<file path="config.mk">
export PLATFORM = sky130hd
export DESIGN_NAME = rpc_host
export DESIGN_NICKNAME = d
export VERILOG_FILES = /design/src/rtl/rpc_host.sv
export SDC_FILE = /design/constraint.sdc
export NUM_CORES = 1
export LEC_CHECK = 0
export CORE_MARGIN = 10
export CORE_UTILIZATION = 48
export DETAILED_ROUTE_END_ITERATION = 8
export PLACE_DENSITY = 0.78
export RECOVER_POWER = 100
export SKIP_LAST_GASP = 1
export SLEW_MARGIN = 20
export SYNTH_ARGS = -nofsm -noshare
export SYNTH_HDL_FRONTEND = slang
export SYNTH_SLANG_ARGS = --single-unit
</file>
<file path="constraint.sdc">
create_clock -name clk -period 3.14 [get_ports clk]
set_clock_uncertainty 0.05 [all_clocks]
set_input_delay 0.471 -clock clk [delete_from_list [all_inputs] [get_ports clk]]
set_output_delay 0.471 -clock clk [all_outputs]
set_load 0.01 [all_outputs]
</file>
<file path="src/rtl/rpc_host.sv">
// Host-side bus master for the RPC front-end link: runs one queued command at a
// time on the shared cmd/data/data_valid bus, with split out/oe/in tri-state signals.
module rpc_host #(
  parameter int unsigned SETUP_CYC = 2,
  parameter int unsigned TIMEOUT   = 1000,
  parameter logic [2:0]  RD_CMD    = 3'h3
) (
  input  logic        clk,
  input  logic        rst,
  input  logic        req_valid,
  output logic        req_ready,
  input  logic [2:0]  req_cmd,
  input  logic [15:0] req_wdata,
  output logic        rsp_valid,
  output logic [15:0] rsp_rdata,
  output logic        rsp_err,
  output logic [2:0]  bus_cmd,
  output logic [15:0] bus_data_out,
  output logic        bus_data_oe,
  input  logic [15:0] bus_data_in,
  output logic        bus_valid_out,
  output logic        bus_valid_oe,
  input  logic        bus_valid_in,
  output logic [2:0]  dbg_state
);

  // Handshake: a request transfers on a rising edge where req_valid & req_ready are
  // both high; req_ready is high in IDLE and in DONE, so rsp_valid and the next
  // accept can coincide.

  typedef enum logic [2:0] {
    S_IDLE, S_SETUP, S_STROBE, S_HOLD, S_TURN, S_WAIT, S_DONE
  } state_t;

  localparam logic [15:0] SETUP_LAST = 16'(SETUP_CYC);
  localparam logic [15:0] TO_LAST    = 16'(TIMEOUT - 1);

  state_t      state_q, state_d;
  logic [2:0]  cmd_q, cmd_d;
  logic [15:0] wdata_q, wdata_d;
  logic [15:0] cnt_q, cnt_d;
  logic [15:0] rdata_d;
  logic        err_d;
  logic        accept;
  logic        drv_data, bus_on;

  // Outputs are registered copies of values decoded from the next state.
  logic        req_ready_d, rsp_valid_d, bus_data_oe_d, bus_valid_oe_d, bus_valid_out_d;
  logic [2:0]  bus_cmd_d;
  logic [15:0] bus_data_out_d;

  assign accept    = req_valid & req_ready;
  assign dbg_state = state_q;

  always_comb begin
    state_d  = state_q;
    cmd_d    = cmd_q;
    wdata_d  = wdata_q;
    cnt_d    = cnt_q;
    rdata_d  = 16'h0;
    err_d    = 1'b0;

    case (state_q)
      S_IDLE, S_DONE: begin
        state_d = S_IDLE;
        if (accept) begin
          cmd_d   = req_cmd;
          wdata_d = req_wdata;
          if (req_cmd == 3'h0) begin
            state_d = S_DONE;
            err_d   = 1'b1;
          end else begin
            state_d = S_SETUP;
            cnt_d   = 16'd1;
          end
        end
      end
      S_SETUP: begin
        if (cnt_q == SETUP_LAST) state_d = (cmd_q == RD_CMD) ? S_TURN : S_STROBE;
        else                     cnt_d   = cnt_q + 16'd1;
      end
      S_STROBE: state_d = S_HOLD;
      S_HOLD:   state_d = S_DONE;
      S_TURN: begin
        state_d = S_WAIT;
        cnt_d   = 16'd0;
      end
      S_WAIT: begin
        // A reply on the last allowed cycle still counts as success.
        if (bus_valid_in) begin
          state_d = S_DONE;
          rdata_d = bus_data_in;
        end else if (cnt_q == TO_LAST) begin
          state_d = S_DONE;
          err_d   = 1'b1;
        end else begin
          cnt_d = cnt_q + 16'd1;
        end
      end
      default: state_d = S_IDLE;
    endcase

    drv_data = ((state_d == S_SETUP) && (cmd_d != RD_CMD)) ||
               (state_d == S_STROBE) || (state_d == S_HOLD);
    bus_on   = (state_d == S_SETUP) || (state_d == S_STROBE) || (state_d == S_HOLD) ||
               (state_d == S_TURN)  || (state_d == S_WAIT);

    req_ready_d     = (state_d == S_IDLE) || (state_d == S_DONE);
    rsp_valid_d     = (state_d == S_DONE);
    bus_cmd_d       = bus_on ? cmd_d : 3'h0;
    bus_data_oe_d   = drv_data;
    bus_data_out_d  = drv_data ? wdata_d : 16'h0;
    bus_valid_oe_d  = (state_d == S_SETUP) || (state_d == S_STROBE) || (state_d == S_HOLD);
    bus_valid_out_d = (state_d == S_STROBE);
  end

  always_ff @(posedge clk) begin
    if (rst) begin
      state_q       <= S_IDLE;
      cmd_q         <= 3'h0;
      wdata_q       <= 16'h0;
      cnt_q         <= 16'h0;
      req_ready     <= 1'b0;
      rsp_valid     <= 1'b0;
      rsp_rdata     <= 16'h0;
      rsp_err       <= 1'b0;
      bus_cmd       <= 3'h0;
      bus_data_out  <= 16'h0;
      bus_data_oe   <= 1'b0;
      bus_valid_out <= 1'b0;
      bus_valid_oe  <= 1'b0;
    end else begin
      state_q       <= state_d;
      cmd_q         <= cmd_d;
      wdata_q       <= wdata_d;
      cnt_q         <= cnt_d;
      req_ready     <= req_ready_d;
      rsp_valid     <= rsp_valid_d;
      rsp_rdata     <= rdata_d;
      rsp_err       <= err_d;
      bus_cmd       <= bus_cmd_d;
      bus_data_out  <= bus_data_out_d;
      bus_data_oe   <= bus_data_oe_d;
      bus_valid_out <= bus_valid_out_d;
      bus_valid_oe  <= bus_valid_oe_d;
    end
  end

endmodule

</file>
-- After elaboration in Yosys (flattened, before gate mapping)
Index checks and enable logic that the tools add are counted.
- input bits: 39
- bits in registers: 79
- output and inout bits: 44
- eq/ne operators: 21
- bitwise gates (word level): 5
- reductions and logical operators: 17
- add/subtract/negate cells: 1
- muxes and demuxes: 22
- operators by type and width (operator ; count):
    16-bit 2-to-1 mux ; 7
    16-bit case mux with 4 select lines ; 1
    3-bit 2-to-1 mux ; 8
    3-bit == test (second input constant) ; 6
    3-bit case mux with 6 select lines ; 1
    16-bit by 1-bit adder with 16-bit output (second input constant) ; 1
    16-bit by 10-bit == test with 1-bit output (second input constant) ; 1
    16-bit by 2-bit == test with 1-bit output (second input constant) ; 1
    3-bit by 2-bit == test with 1-bit output (second input constant) ; 5
    2-bit inequality test (second input constant) ; 5
    3-bit logical NOT ; 3
    1-bit logical OR ; 7
    3-bit by 1-bit == test with 1-bit output (second input constant) ; 2
    6-bit AND reduction ; 1
    2-bit OR reduction ; 3
    1-bit 2-to-1 mux ; 4
    1-bit inverter ; 4
    4-bit nonzero test ; 1
    3-bit by 2-bit inequality test with 1-bit output (second input constant) ; 1
    3-bit OR reduction ; 1
    1-bit case mux with 2 select lines ; 1
    1-bit bitwise AND ; 1
    1-bit logical AND ; 1

-- Logic depth before layout (Yosys ltp)
- depth after elaboration: 11
- gate-level depth with buffers: 9
- depth with buffers taken out: 8

-- Worst setup path after synthesis
Ideal clock, no wire load.
- kind: reg2reg
- start point: register cnt_q[0]
- end point: register bus_data_out[10]
- setup time: 0.118 ns
- cell stages (with the launch flop): 9
- buffers on the path: 1
- arrival: 2.409 ns
- data required time: 2.972 ns
- path slack: 0.563 ns
- cell sequence: dfxtp_1 > inv_1 > ha_1 > or4b_1 > or4_4 > o311a_1 > a32oi_4 > buf_8 > nor2_2
- cells in the longest elaborated chain, start to end: 10
- ends and longest elaborated chain (item ; RTL line ; text):
    from (decl) ; 41 ; logic [15:0] cnt_q, cnt_d;
    from (signal assigned) ; 136 ; cnt_q <= cnt_d;
    16-bit by 10-bit == test with 1-bit output ; 93 ; end else if (cnt_q == TO_LAST) begin
    3-bit 2-to-1 mux ; 93 ;
    3-bit 2-to-1 mux ; 90 ; if (bus_valid_in) begin
    3-bit case mux with 6 select lines (*) ; 63 ; case (state_q)
    3-bit by 1-bit == test with 1-bit output ; 103 ; drv_data = ((state_d == S_SETUP) && (cmd_d != RD_CMD)) ||
    1-bit logical AND ; 103 ;
    1-bit logical OR ; 103 ;
    1-bit logical OR (*) ; 104 ; (state_d == S_STROBE) || (state_d == S_HOLD);
    1-bit inverter (no source line) (*) ; n/a ;
    2-bit OR reduction (no source line) (*) ; n/a ;
    to (signal assigned) ; 142 ; bus_data_out <= bus_data_out_d;
    to (decl) ; 18 ; output logic [15:0] bus_data_out,
Every way passes the cells marked *; elsewhere a longest branch is shown, timed or not.
A chain may end at the register's enable or synchronous reset.

-- Worst setup path in the final report
- start point: register cnt_q[0]
- end point: register cnt_q[14]
- cells in the longest elaborated chain, start to end: 4
- ends and longest elaborated chain (item ; RTL line):
    16-bit by 1-bit adder with 16-bit output ; 80, 97
    16-bit 2-to-1 mux ; 93
    16-bit 2-to-1 mux ; 90
    16-bit case mux with 4 select lines ; 63
Parallel ways exist; a longest one is shown, timed or not. The select of a mux whose other input is x is not followed.

==> results.sh <==
export IMPL_crit_chain="inv_1 > ha_1 > or4b_1 > or4_1 > a221oi_4 > buf_4 > a211oi_2 > a31o_1 > a21oi_1"
export IMPL_start_util_pct=48.9
export IMPL_relSlewSlack_pct=48.4
export IMPL_grt_pass1_vias=2416
export IMPL_final_layout_size_suffix_gt1_share_pct=7.30
export IMPL_yosysTopAreaCell="dfxtp_1"
export IMPL_tightest_slew_ns=0.772
export IMPL_grt_busiest_layer="met2"
export IMPL_wire_per_inst_um=15.7
export IMPL_drc=0
export IMPL_met3_usage_pct=7.21
export IMPL_met1_usage_pct=17.2
export IMPL_synth_nets=350
export IMPL_ant_nets=0
export IMPL_hold_path_class="flop to flop"
export IMPL_rows=29
export IMPL_clock_sinks=79
export IMPL_avgSynthCellArea_um2=9.93
export IMPL_die_h_um=99.9
export IMPL_critPathCaptureType="flop"
export IMPL_hpwl_um=5510
export IMPL_grt_max_degree=28
export IMPL_fp_dieArea_um2=9990
export IMPL_ys_ff_latch=79
export IMPL_antenna_cells=0
export IMPL_p_total_uw=2160
export IMPL_grt_ovfl_total=0
export IMPL_vias=2459
export IMPL_routabilityCongestion=0.818
export IMPL_grt_use_met2_pct=23.6
export IMPL_rsz0062_at_grt="false"
export IMPL_grt_total_usage_pct=15.2
export IMPL_crit_type="flop to flop"
export IMPL_core_um2=6280
export IMPL_yosysSeqAreaShare_pct=51.5
export IMPL_async_flop_share_pct=0
export IMPL_cts_hold_buf=0
export IMPL_cts_buffers=9
export IMPL_setup_viol=0
export IMPL_cts_tree="done"
export IMPL_io_buffer_count=82
export IMPL_syn_to_final_growth_pct=34.1
export IMPL_clk_pin_slew_ns=0.08
export IMPL_clock_latency_ns=0.35
export IMPL_top_level_ports=83
export IMPL_synthTopCellsByArea="dfxtp_1, mux2i_1, nor2_1"
export IMPL_p_per_area_nw_per_um2=525
export IMPL_synthCells=309
export IMPL_maxSlewViolCount=0
export IMPL_drt_iter0_drc=153
export IMPL_firstDrtPassIters=4
export IMPL_syn_area_um2=3070
export IMPL_worstPathRequired_ns=3.36
export IMPL_final_min_clock_period_ns=2.89
export IMPL_ir_drop_v=0.000294
export IMPL_ys_flop_type="dfxtp_1"
export IMPL_final_hold_viol_count=0
export IMPL_status="finished clean"
export IMPL_crit_arrival_ns=3.11
export IMPL_startpoint_type="flop"
export IMPL_nFillCells=546
export IMPL_antenna_found_initial=0
export IMPL_yosysUniqueCellTypes=51
export IMPL_fin_util_pct=65.5
export IMPL_crit_fanout=10
export IMPL_timing_fmax_mhz=346
export IMPL_cts_buffer_depth=2
export IMPL_fin_nets=433
export IMPL_tns_ns=0
export IMPL_leakagePower_uw=0.00171
export IMPL_synth_edf_count=0
export IMPL_post_route_period_util_pct=92.1
export IMPL_cts_root_buf="clkbuf_8"
export IMPL_critical_path_slowest_cell="or4_1"
export IMPL_max_cap_violations=0
export IMPL_drt_vias_per_instance=5.19
export IMPL_synth_warnings=0
export IMPL_die_width_um=99.9
export IMPL_grt_pass1_wl_um=12000
export IMPL_crit_path_max_incr_delay_ns=0.62
export IMPL_yosysTopAreaCellShare_pct=51.5
export IMPL_htree_levels=3
export IMPL_wl_um=7440
[sequential cells by signal, summed over array words and instances, names as in the netlist, 3 cells and up]
name          cells
wdata_q          16
bus_cmd           3
rsp_rdata        16
bus_data_out     16
dbg_state         3
cmd_q             3
cnt_q            16
[layout make-up]
cell class	count	area, µm²	share of cell area, %
clock inverters	4	53.8	1.31
multi-input cells	209	1350	32.7
clock buffers	12	145	3.53
repair buffers	88	873	21.2
flip-flops and latches	79	1580	38.4
well taps	77	96.3	2.34
inverters	5	18.8	0.456
[repair_timing]
action / 4_1_cts / 5_1_grt
buffers inserted: 0 / 1
endpoints found under the setup margin: 0 / 8
resized for setup: 0 / 0
[placed cells by master, fill, tap and decap left out, types with 9 or more instances in the layout]
master and count:
and2_0 9, and2_1 10, clkbuf_8 10, clkdlybuf4s50_1 38, dfxtp_1 79, dlygate4sd3_1 44, mux2i_1 20, nand2_1 17
nor2_1 55, xnor2_1 9
[per-layer routing]
metal | share of wire (%) | up-vias
met5 | 0 | -
met2 | 47 | 72
met4 | 1.4 | 0
met1 | 42 | 1135
li1 | - | 1243
met3 | 9.5 | 9
[worst max-delay path, delay by kind of cell (launching register included)]
kind | cells | cell delay [ns]
flip-flops | 1 | 0.37
AND/OR/NAND/NOR | 2 | 1.07
AO/OA/AOI/OAI | 4 | 0.87
buffers and inverters | 2 | 0.31
adder cells (fa/ha/maj) | 1 | 0.14
[Yosys cell counts (2+ instances only)]
cell type and number:
a2111oi_0 2, buf_6 2, ha_1 2, xor2_1 2, nand4_1 2, nand2_1 17
nand3b_1 2, a21oi_1 8, a31oi_1 5, clkbuf_1 10, nor2_2 9, nor2b_1 4
dfxtp_1 79, or2_2 2, a41o_1 4, nor2_1 46, nor3_1 3, or4_1 4
and2_1 19, xnor2_1 9, inv_1 4, a211oi_1 4, nand3_1 5, mux2i_1 20
and3_1 7, or3_1 3, o21ai_0 4, nor4_1 6, buf_2 3
[final timing paths]
check                             start  slack, ns  depth (start not counted)                    endpoint
setup / recovery  cnt_q[0]$_SDFFE_PP0P_       0.25                          9      cnt_q[14]$_SDFFE_PP0P_
hold / removal    wdata_q[0]$_SDFF_PP0_       0.44                          2  bus_data_out[0]$_SDFF_PP0_
setup reg to reg  cnt_q[0]$_SDFFE_PP0P_       0.25                          9      cnt_q[14]$_SDFFE_PP0P_
hold reg to reg   wdata_q[0]$_SDFF_PP0_       0.44                          2  bus_data_out[0]$_SDFF_PP0_
[report_power, final]
group	switching, µW	internal, µW
clock network	361	393
registers	27.1	1050
logic	171	163
[kinds of logic (layout without fill, tap and decap cells)]
family | Yosys count | in the layout | share of synthesized area, %
buffers and inverters | 21 | 109 | 3.55
xor gates and xnor gates | 11 | 11 | 3.14
adders and majority gates | 2 | 2 | 0.816
DFF | 79 | 79 | 51.5
and+or+nand+nor | 136 | 136 | 23.1
AOI/OAI and AO/OA | 40 | 40 | 11.3
muxes | 20 | 20 | 6.53
[metrics by stage]
step / cell area [µm²] / instances / hold WS, ns / setup WS, ns
finish: 4110 / 474 / 0.440 / 0.249
global route: 4110 / 474 / 0.477 / 0.0815
CTS: 4140 / 473 / 0.447 / 0.135
detailed placement: 3940 / 457 / 0.427 / 0.0255
global placement: 3940 / 457 / 0.415 / 0.0683
floorplan: 3070 / 309 / 0.406 / 0.563
No activity file was read; power rests on OpenSTA's default activity.
